## config.mk

```make
export PLATFORM = sky130hd
export DESIGN_NAME = cmp_seq_ctrl
export DESIGN_NICKNAME = d
export VERILOG_FILES = /design/src/rtl/cmp_seq_ctrl_pkg.sv /design/src/rtl/cmp_seq_ctrl_cmp3_slice.sv /design/src/rtl/cmp_seq_ctrl.sv
export SDC_FILE = /design/constraint.sdc
export NUM_CORES = 1
export LEC_CHECK = 0
export BUFFER_PORTS_ARGS = -buffer_cell sky130_fd_sc_hd__buf_2
export CORE_UTILIZATION = 49
export CTS_CLUSTER_SIZE = 40
export DETAILED_ROUTE_END_ITERATION = 10
export PLACE_DENSITY = 0.84
export SLEW_MARGIN = 10
export SYNTH_ARGS = -nofsm -noshare
export SYNTH_HDL_FRONTEND = slang
export SYNTH_HIERARCHICAL = 1
export SYNTH_SLANG_ARGS = --single-unit
```

## constraint.sdc

```tcl
create_clock -name clk -period 2.6 [get_ports clk]
set_input_delay 0.26 -clock clk [delete_from_list [all_inputs] [get_ports clk]]
set_output_delay 0.26 -clock clk [all_outputs]
set_load 0.005 [all_outputs]
```

## src/rtl/cmp_seq_ctrl_pkg.sv

```systemverilog
// rtl/cmp_seq_ctrl_pkg.sv - shared definitions for the sequential magnitude comparator
// Purpose: FSM state encoding, cascade vector bit order and slice result codes.
// Ports: none (package).
package cmp_seq_ctrl_pkg;

   typedef enum logic [1:0] {
      ST_IDLE = 2'd0,
      ST_RUN  = 2'd1,
      ST_DONE = 2'd2
   } state_t;

   // Cascade / result vectors are packed {lt,eq,gt}.
   localparam int CAS_LT = 2;
   localparam int CAS_EQ = 1;
   localparam int CAS_GT = 0;

   localparam logic [2:0] CAS_RES_LT = 3'b100;
   localparam logic [2:0] CAS_RES_GT = 3'b001;

endpackage

```

## src/rtl/cmp_seq_ctrl_cmp3_slice.sv

```systemverilog
// rtl/cmp_seq_ctrl_cmp3_slice.sv - combinational cascadable 3-bit magnitude comparator slice
// Purpose: compares one 3-bit slice of A and B; a tie passes the cascade input through.
// Ports:
//   i_a, i_b                     3-bit unsigned slices
//   i_cin_lt, i_cin_eq, i_cin_gt cascade input from lower slices
//   o_lt, o_eq, o_gt             cascade output
module cmp3_slice
   import cmp_seq_ctrl_pkg::*;
(
   input  logic [2:0] i_a,
   input  logic [2:0] i_b,
   input  logic       i_cin_lt,
   input  logic       i_cin_eq,
   input  logic       i_cin_gt,
   output logic       o_lt,
   output logic       o_eq,
   output logic       o_gt
);

   logic [2:0] w_out;

   // Ties forward the cascade unchanged, even illegal codes like 000 or 011,
   // so a chained block sees exactly what its seed was.
   always_comb begin
      w_out = {i_cin_lt, i_cin_eq, i_cin_gt};
      if (i_a > i_b) begin
         w_out = CAS_RES_GT;
      end else if (i_a < i_b) begin
         w_out = CAS_RES_LT;
      end
   end

   assign o_lt = w_out[CAS_LT];
   assign o_eq = w_out[CAS_EQ];
   assign o_gt = w_out[CAS_GT];

endmodule

```

## src/rtl/cmp_seq_ctrl.sv

```systemverilog
// rtl/cmp_seq_ctrl.sv - multi-cycle magnitude comparator controller, one 3-bit slice per cycle
// Purpose: captures A/B and a cascade seed on start, walks slices LSB first through a
//   single cmp3_slice with a registered cascade, and presents a held lt/eq/gt result.
// Ports:
//   clk, rst_n               clock, async active-low reset
//   start                    request, sampled in IDLE or DONE
//   a, b                     WIDTH-bit unsigned operands
//   cin_lt, cin_eq, cin_gt   cascade seed (010 for standalone use)
//   busy                     comparison running
//   done                     one-cycle result-valid pulse
//   lt, eq, gt               result, held until next accepted start
module cmp_seq_ctrl
   import cmp_seq_ctrl_pkg::*;
#(
   parameter int WIDTH = 9
) (
   input  logic             clk,
   input  logic             rst_n,
   input  logic             start,
   input  logic [WIDTH-1:0] a,
   input  logic [WIDTH-1:0] b,
   input  logic             cin_lt,
   input  logic             cin_eq,
   input  logic             cin_gt,
   output logic             busy,
   output logic             done,
   output logic             lt,
   output logic             eq,
   output logic             gt
);

   localparam int NSLICE = WIDTH / 3;
   localparam int IDX_W  = (NSLICE > 1) ? $clog2(NSLICE) : 1;
   localparam logic [IDX_W-1:0] IDX_LAST = IDX_W'(NSLICE - 1);

   generate
      if (((WIDTH % 3) != 0) || (WIDTH < 3)) begin : g_width_chk
         $error("cmp_seq_ctrl: WIDTH must be a multiple of 3 and >= 3");
      end
   endgenerate

   state_t           r_state;
   state_t           w_state_nxt;
   logic [WIDTH-1:0] r_a;
   logic [WIDTH-1:0] r_b;
   logic [2:0]       r_cas;
   logic [2:0]       r_res;
   logic [IDX_W-1:0] r_idx;
   logic             w_accept;
   logic             w_last;
   logic [2:0]       w_sa;
   logic [2:0]       w_sb;
   logic [2:0]       w_slice_out;

   always_ff @(posedge clk or negedge rst_n) begin
      if (!rst_n) begin
         r_state <= ST_IDLE;
      end else begin
         r_state <= w_state_nxt;
      end
   end

   always_comb begin
      w_state_nxt = r_state;
      w_accept    = 1'b0;
      w_last      = (r_idx == IDX_LAST);
      case (r_state)
         ST_IDLE, ST_DONE: begin
            if (start) begin
               w_accept    = 1'b1;
               w_state_nxt = ST_RUN;
            end else begin
               w_state_nxt = ST_IDLE;
            end
         end
         ST_RUN: begin
            if (w_last) begin
               w_state_nxt = ST_DONE;
            end
         end
         default: w_state_nxt = ST_IDLE;
      endcase
   end

   // Operand slice select; a compare loop avoids a variable part-select
   // whose index width would not match the operand width.
   always_comb begin
      w_sa = '0;
      w_sb = '0;
      for (int i = 0; i < NSLICE; i++) begin
         if (r_idx == IDX_W'(i)) begin
            w_sa = r_a[3*i +: 3];
            w_sb = r_b[3*i +: 3];
         end
      end
   end

   cmp3_slice u_slice (
      .i_a      (w_sa),
      .i_b      (w_sb),
      .i_cin_lt (r_cas[CAS_LT]),
      .i_cin_eq (r_cas[CAS_EQ]),
      .i_cin_gt (r_cas[CAS_GT]),
      .o_lt     (w_slice_out[CAS_LT]),
      .o_eq     (w_slice_out[CAS_EQ]),
      .o_gt     (w_slice_out[CAS_GT])
   );

   // The result register is written only on the last slice, so lt/eq/gt
   // stay at the previous answer for the whole RUN phase.
   always_ff @(posedge clk or negedge rst_n) begin
      if (!rst_n) begin
         r_a   <= '0;
         r_b   <= '0;
         r_cas <= '0;
         r_res <= '0;
         r_idx <= '0;
      end else if (w_accept) begin
         r_a   <= a;
         r_b   <= b;
         r_cas <= {cin_lt, cin_eq, cin_gt};
         r_idx <= '0;
      end else if (r_state == ST_RUN) begin
         if (w_last) begin
            r_res <= w_slice_out;
         end else begin
            r_cas <= w_slice_out;
            r_idx <= r_idx + 1'b1;
         end
      end
   end

   assign busy = (r_state == ST_RUN);
   assign done = (r_state == ST_DONE);
   assign lt   = r_res[CAS_LT];
   assign eq   = r_res[CAS_EQ];
   assign gt   = r_res[CAS_GT];

endmodule

```

# ---- Word level (Yosys, flattened, before mapping)
# Cells that the tools add are included.
dict set report op_classes {
  addsub 1
  order_cmp 2
  eq_ne 6
  mux 19
  bitwise_logic 1
  n_reduce_logical 6
}
# cell n
set op_table {}
lappend op_table {{$mux W3} 11}
lappend op_table {{$mux W2} 4}
lappend op_table {{$eq A2 B1 Y1 const B} 2}
lappend op_table {{$eq A2 B2 Y1 const B} 2}
lappend op_table {{$logic_not A2 Y1} 2}
lappend op_table {{$pmux W2 S2} 1}
lappend op_table {{$gt A3 B3 Y1} 1}
lappend op_table {{$lt A3 B3 Y1} 1}
lappend op_table {{$mux W1} 3}
lappend op_table {{$reduce_and A3 Y1} 1}
lappend op_table {{$add A2 B1 Y2 const B} 1}
lappend op_table {{$ne A2 B1 Y1 const B} 1}
lappend op_table {{$ne A2 B2 Y1 const B} 1}
lappend op_table {{$reduce_and A2 Y1} 1}
lappend op_table {{$reduce_bool A2 Y1} 1}
lappend op_table {{$reduce_or A2 Y1} 1}
lappend op_table {{$not A1 Y1} 1}
dict set report word_totals {
  regBits 28
  input_bits 24
  output_inout_bits 5
  wordCells 41
}

# ---- Logic depth before layout (Yosys ltp)
dict set report depth {
  depth_word 10
  depth_mapped 11
  depth_no_buf 11
}

# ---- By module
# Netlist, hierarchy kept.
# mod n_inst cells_per_inst area_per_inst_um2 seq_area_each_um2
set modules_own_cells {}
lappend modules_own_cells {cmp_seq_ctrl 1 132 1248.7 700.7}
lappend modules_own_cells {cmp3_slice 1 14 98.8 0.0}

# ---- Worst setup path after synthesis
# OpenSTA, ideal clock, no wires.
dict set report synth_timing {
  kind {register to register}
  startpoint {reg r_idx[0]}
  endpoint {reg r_res[1]}
  setup_time_ps 125
  t_arrival_ps 2099
  required_time_ps 2475
  slack_ps 377
  stages_incl_launch_ff 10
  path_buffers 0
  period_less_slack_ps 2223
  cell_sequence {dfrtp_1 -> ha_1 -> nor2b_1 -> a221oi_1 -> a21oi_1 -> inv_1 -> ha_1 -> a21oi_1 -> a21oi_1 -> mux2_2}
}
dict set report synth_via {
  elab_chain_cells 7
  word_cells_on_any_way 14
  classes_between {order compare: 2; eq/ne: 2; mux: 8; reduce/logical: 2}
}
# item line
set synth_lines {}
lappend synth_lines {{start: declaration} cmp_seq_ctrl.sv:48} ;# logic [IDX_W-1:0] r_idx;
lappend synth_lines {{start signal: assignment} cmp_seq_ctrl.sv:128} ;# r_idx <= r_idx + 1'b1;
lappend synth_lines {{$logic_not A2 Y1} cmp_seq_ctrl.sv:91} ;# if (r_idx == IDX_W'(i)) begin
lappend synth_lines {{$mux W3 (2 in series)} cmp_seq_ctrl.sv:91}
lappend synth_lines {{$mux W3 *} cmp_seq_ctrl.sv:91}
lappend synth_lines {{named net w_sb[2]} cmp_seq_ctrl.sv:52} ;# logic [2:0] w_sb;
lappend synth_lines {{$lt A3 B3 Y1} cmp_seq_ctrl_cmp3_slice.sv:28} ;# end else if (i_a < i_b) begin
lappend synth_lines {{$mux W3} cmp_seq_ctrl_cmp3_slice.sv:28}
lappend synth_lines {{$mux W3 *} cmp_seq_ctrl_cmp3_slice.sv:26} ;# if (i_a > i_b) begin
lappend synth_lines {{named net w_slice_out[1]} cmp_seq_ctrl.sv:53} ;# logic [2:0] w_slice_out;
lappend synth_lines {{end signal: assignment} cmp_seq_ctrl.sv:125} ;# r_res <= w_slice_out;
lappend synth_lines {{end: declaration} cmp_seq_ctrl.sv:47} ;# logic [2:0] r_res;
# Mark *: on every way through the listed nets, which the timed path passes. The rest lies on a longest branch.
# A chain may end at the register's enable or synchronous reset.

# ---- Worst setup path in the final report
dict set report layout_timing {
  startpoint {reg r_idx[0]}
  endpoint {reg r_res[0]}
}
dict set report layout_via {
  elab_chain_cells 7
  word_cells_on_any_way 14
  classes_between {order compare: 2; eq/ne: 2; mux: 8; reduce/logical: 2}
}
# item line
set layout_lines {}
lappend layout_lines {{$logic_not A2 Y1} cmp_seq_ctrl.sv:91}
lappend layout_lines {{$mux W3 (2 in series)} cmp_seq_ctrl.sv:91}
lappend layout_lines {{$mux W3 *} cmp_seq_ctrl.sv:91}
lappend layout_lines {{named net w_sa[2]} cmp_seq_ctrl.sv:51} ;# logic [2:0] w_sa;
lappend layout_lines {{$lt A3 B3 Y1} cmp_seq_ctrl_cmp3_slice.sv:28}
lappend layout_lines {{$mux W3} cmp_seq_ctrl_cmp3_slice.sv:28}
lappend layout_lines {{$mux W3 *} cmp_seq_ctrl_cmp3_slice.sv:26}
lappend layout_lines {{named net w_slice_out[0]} cmp_seq_ctrl.sv:53}
# Marked as above.

==> key figures <==
Timing
  • Final Hold Viols: 0
  • RSZ-0062 raised after global routing: no
  • Fmax: 411 MHz
  • Post-layout minimum cycle time: 2.43 ns
  • Slew @ Worst Pin: 0.784 ns
  • Final period util: 0.935
  • Max transition margin: 0.477
  • # setup viols final: 0
  • Clk_skew: 0.00185 ns
  • Slew Limit Fails: 0
  • Setup_tns: 0 ns
  • Final Worst Setup Slack: 0.169 ns

Global route
  • Number of antenna violations at the first check in global routing: 0
  • Number of global-route vias before repair: 1056
  • First-pass GRT wire length: 4.44 mm
  • GRT Overall Usage: 0.218
  • Largest net degree at the start of global routing: 29
  • Grt ovf: 0

Logic synthesis
  • Most frequent cell after synthesis: nand2_1
  • Largest cells by area after synthesis: dfrtp_1 (52%), nand2_1 (12%), ha_1 (5.6%), a21oi_1 (4.1%), inv_1 (3.9%)
  • Post-synth top area cell: dfrtp_1
  • Ys async rst share: 1.00
  • Synth warn: 6
  • Top-area cell type share of the netlist area: 0.520
  • Syn Inst Count: between 100 and 150
  • Synth Register Bits: 28
  • Syn Area/Cell: 9.23 um2
  • Post-synthesis cell type count: 23
  • Sequential fraction of the synthesis area: 0.520
  • Synth top cells by count: nand2_1 (44), dfrtp_1 (28), inv_1 (14)
  • Post-Synthesis Cell Area: 1350 um2
  • Syn_nets: 176
  • Post-synth EDFFs: 0
  • Main synth FF type: dfrtp_1

Setup path
  • Reg-to-Reg Start: r_idx[0]
  • Worst Setup End Kind: flip-flop
  • WP buf/inv: 1
  • Setup Crit Path Kind: reg -> reg
  • Slowest-stage cell, CP: dfrtp_1
  • Worst Setup SP: r_idx[0]
  • CP required: 2.82 ns
  • Crit-path max FO: 6
  • Crit-path cells: inv_1 > ha_1 > nor2b_2 > a221oi_2 > a21oi_1 > ha_1 > a21oi_1 > a2bb2oi_1 > mux2_2
  • Startpoint Class: flip-flop
  • Biggest cell delay along the critical path: 0.44 ns
  • CP Data Arrival Time: 2.65 ns
  • Family with the most delay on the worst path: compound AO/OA/AOI/OAI gates

Floorplanning
  • Number of I/O pins: 29
  • CORE AREA: about 2500 um2
  • Die Span Y: 54.4 um
  • Die width: 54.4 um
  • Initial Util: 0.529
  • # rows: 18
  • Die footprint: 2960 um2

Detailed routing
  • Detail Route Antenna Nets: 0
  • Routed vias/inst: 5.28
  • Detailed-route via count: 1061
  • Pre-antenna DRT Iters: 4
  • Number of DRC markers in iteration 0: 13
  • DRC: 0
  • DR WL/cell: roughly 13 um
  • Drt total wl: around 2.7 mm

Run status
  • Outcome: complete, no violations

Worst hold path
  • Worst Min Path Start: a[5]
  • Hold Crit Class: in -> reg

Final layout
  • N_diodes: 0
  • Layout filler cell count: 224
  • Layout cell share with drive strength beyond 1: 0.234
  • Storage cell area: around 700 um2
  • Synthesis-to-layout area growth: 13.6%
  • Final nets: about 200
  • Area of the multi-input gates: 568 um2

Placement
  • Dpl ws: roughly 0.087 ns
  • Port buffer count: 28
  • Placer congestion estimate: 0.864
  • Detail Placement HPWL: 2.07 mm

Clock tree
  • Longest Clk Path Bufs: 2
  • H-Tree Depth: 1
  • CTS tree: built
  • Sink Count: 28
  • Reg clk slew, reported paths: between 0.1 and 0.15 ns
  • Clk Latency, worst-skew pair: 0.32 ns
  • CTS buffer count: 3
  • Root buf cell: clkbuf_4
  • Postcts setup bufs: 0

Power
  • P per Cell Area: 1330 nW/um2
  • Peak VDD IR: 0.770 mV
  • P_leak: 0.803 nW

Run
  • Max capacitance violation total: 0
[placed cells by master, fill, tap and decap left out, drive strengths merged, types with 6 or more instances in the layout]
master and instances:
a21oi 11, o21ai 8, nand2 44, buf 28
inv 14, ha 6, dfrtp 28, a221oi 6
[power breakdown]
| part | switching [W] | internal [W] |
|---|---|---|
| clock network | 0.000119 | 0.0000543 |
| logic | 0.000623 | 0.000466 |
| registers | 0.000127 | 0.000646 |
[kinds of logic after synthesis]
| kind of cell | count (synthesis) | synth area share |
|---|---|---|
| adder cells (fa/ha/maj) | 6 | 0.0557 |
| AO/OA/AOI/OAI | 30 | 0.146 |
| AND/OR/NAND/NOR | 58 | 0.185 |
| flip-flops | 28 | 0.520 |
| multiplexers | 3 | 0.0251 |
| buffers and inverters | 21 | 0.0687 |
[routing by layer]
layer,vias to the layer above,share of wire,global-route usage
met3,8,0.040,0.0444
met2,22,0.50,0.354
li1,539,-,-
met1,492,0.43,0.261
met5,-,0,0
met4,0,0.023,0.145
[worst paths after layout]
check,to,slack [ns],cells past startpoint
hold reg to reg,r_a[3],0.52,2
setup reg to reg,r_res[0],0.17,9
min in group asynchronous,r_a[2],0.48,2
hold / removal,r_a[5],0.12,3
setup / recovery,r_res[0],0.17,9
max in group asynchronous,r_res[1],1.73,2
[worst reg2reg max path, stage by stage (launching register included)]
cell	delay, ns
dfrtp_1	0.44
inv_1	0.09
ha_1	0.20
nor2b_2	0.19
a221oi_2	0.28
a21oi_1	0.07
ha_1	0.35
a21oi_1	0.27
a2bb2oi_1	0.15
mux2_2	0.29
[timing repair]
| item | 4_1_cts | 5_1_grt |
|---|---|---|
| resized for setup | 0 | 4 |
| endpoints found under the setup margin | 0 | 5 |
| endpoints found under the hold margin | 28 | 0 |
| hold buffers | 1 | 0 |
[metrics by stage]
step	area [um2]	utilization	instances	hold WS, ns	total power [W]
after floorplan	1350	-	146	-0.0356	0.00159
after global placement	1490	0.584	197	0.292	0.00175
after detailed placement	1490	0.584	197	0.305	0.00184
after CTS	1520	0.596	201	0.112	0.00202
after global routing	1530	0.602	201	0.105	0.00223
final	1530	0.602	201	0.118	0.00203
[flip-flops by register name, summed over array words and instances, names as in the netlist]
register and cells:
r_idx 2, r_cas 3, r_state 2, r_a 9, r_b 9, r_res 3
[cell type report]
cell class                 count  share of cell area
clock buffer                   3              0.0147
inverter                      14              0.0343
multi-input combinational     97               0.371
sequential                    28               0.458
tap                           30              0.0245
timing repair buffer          29              0.0980
Power figures use the tool's default switching activity.
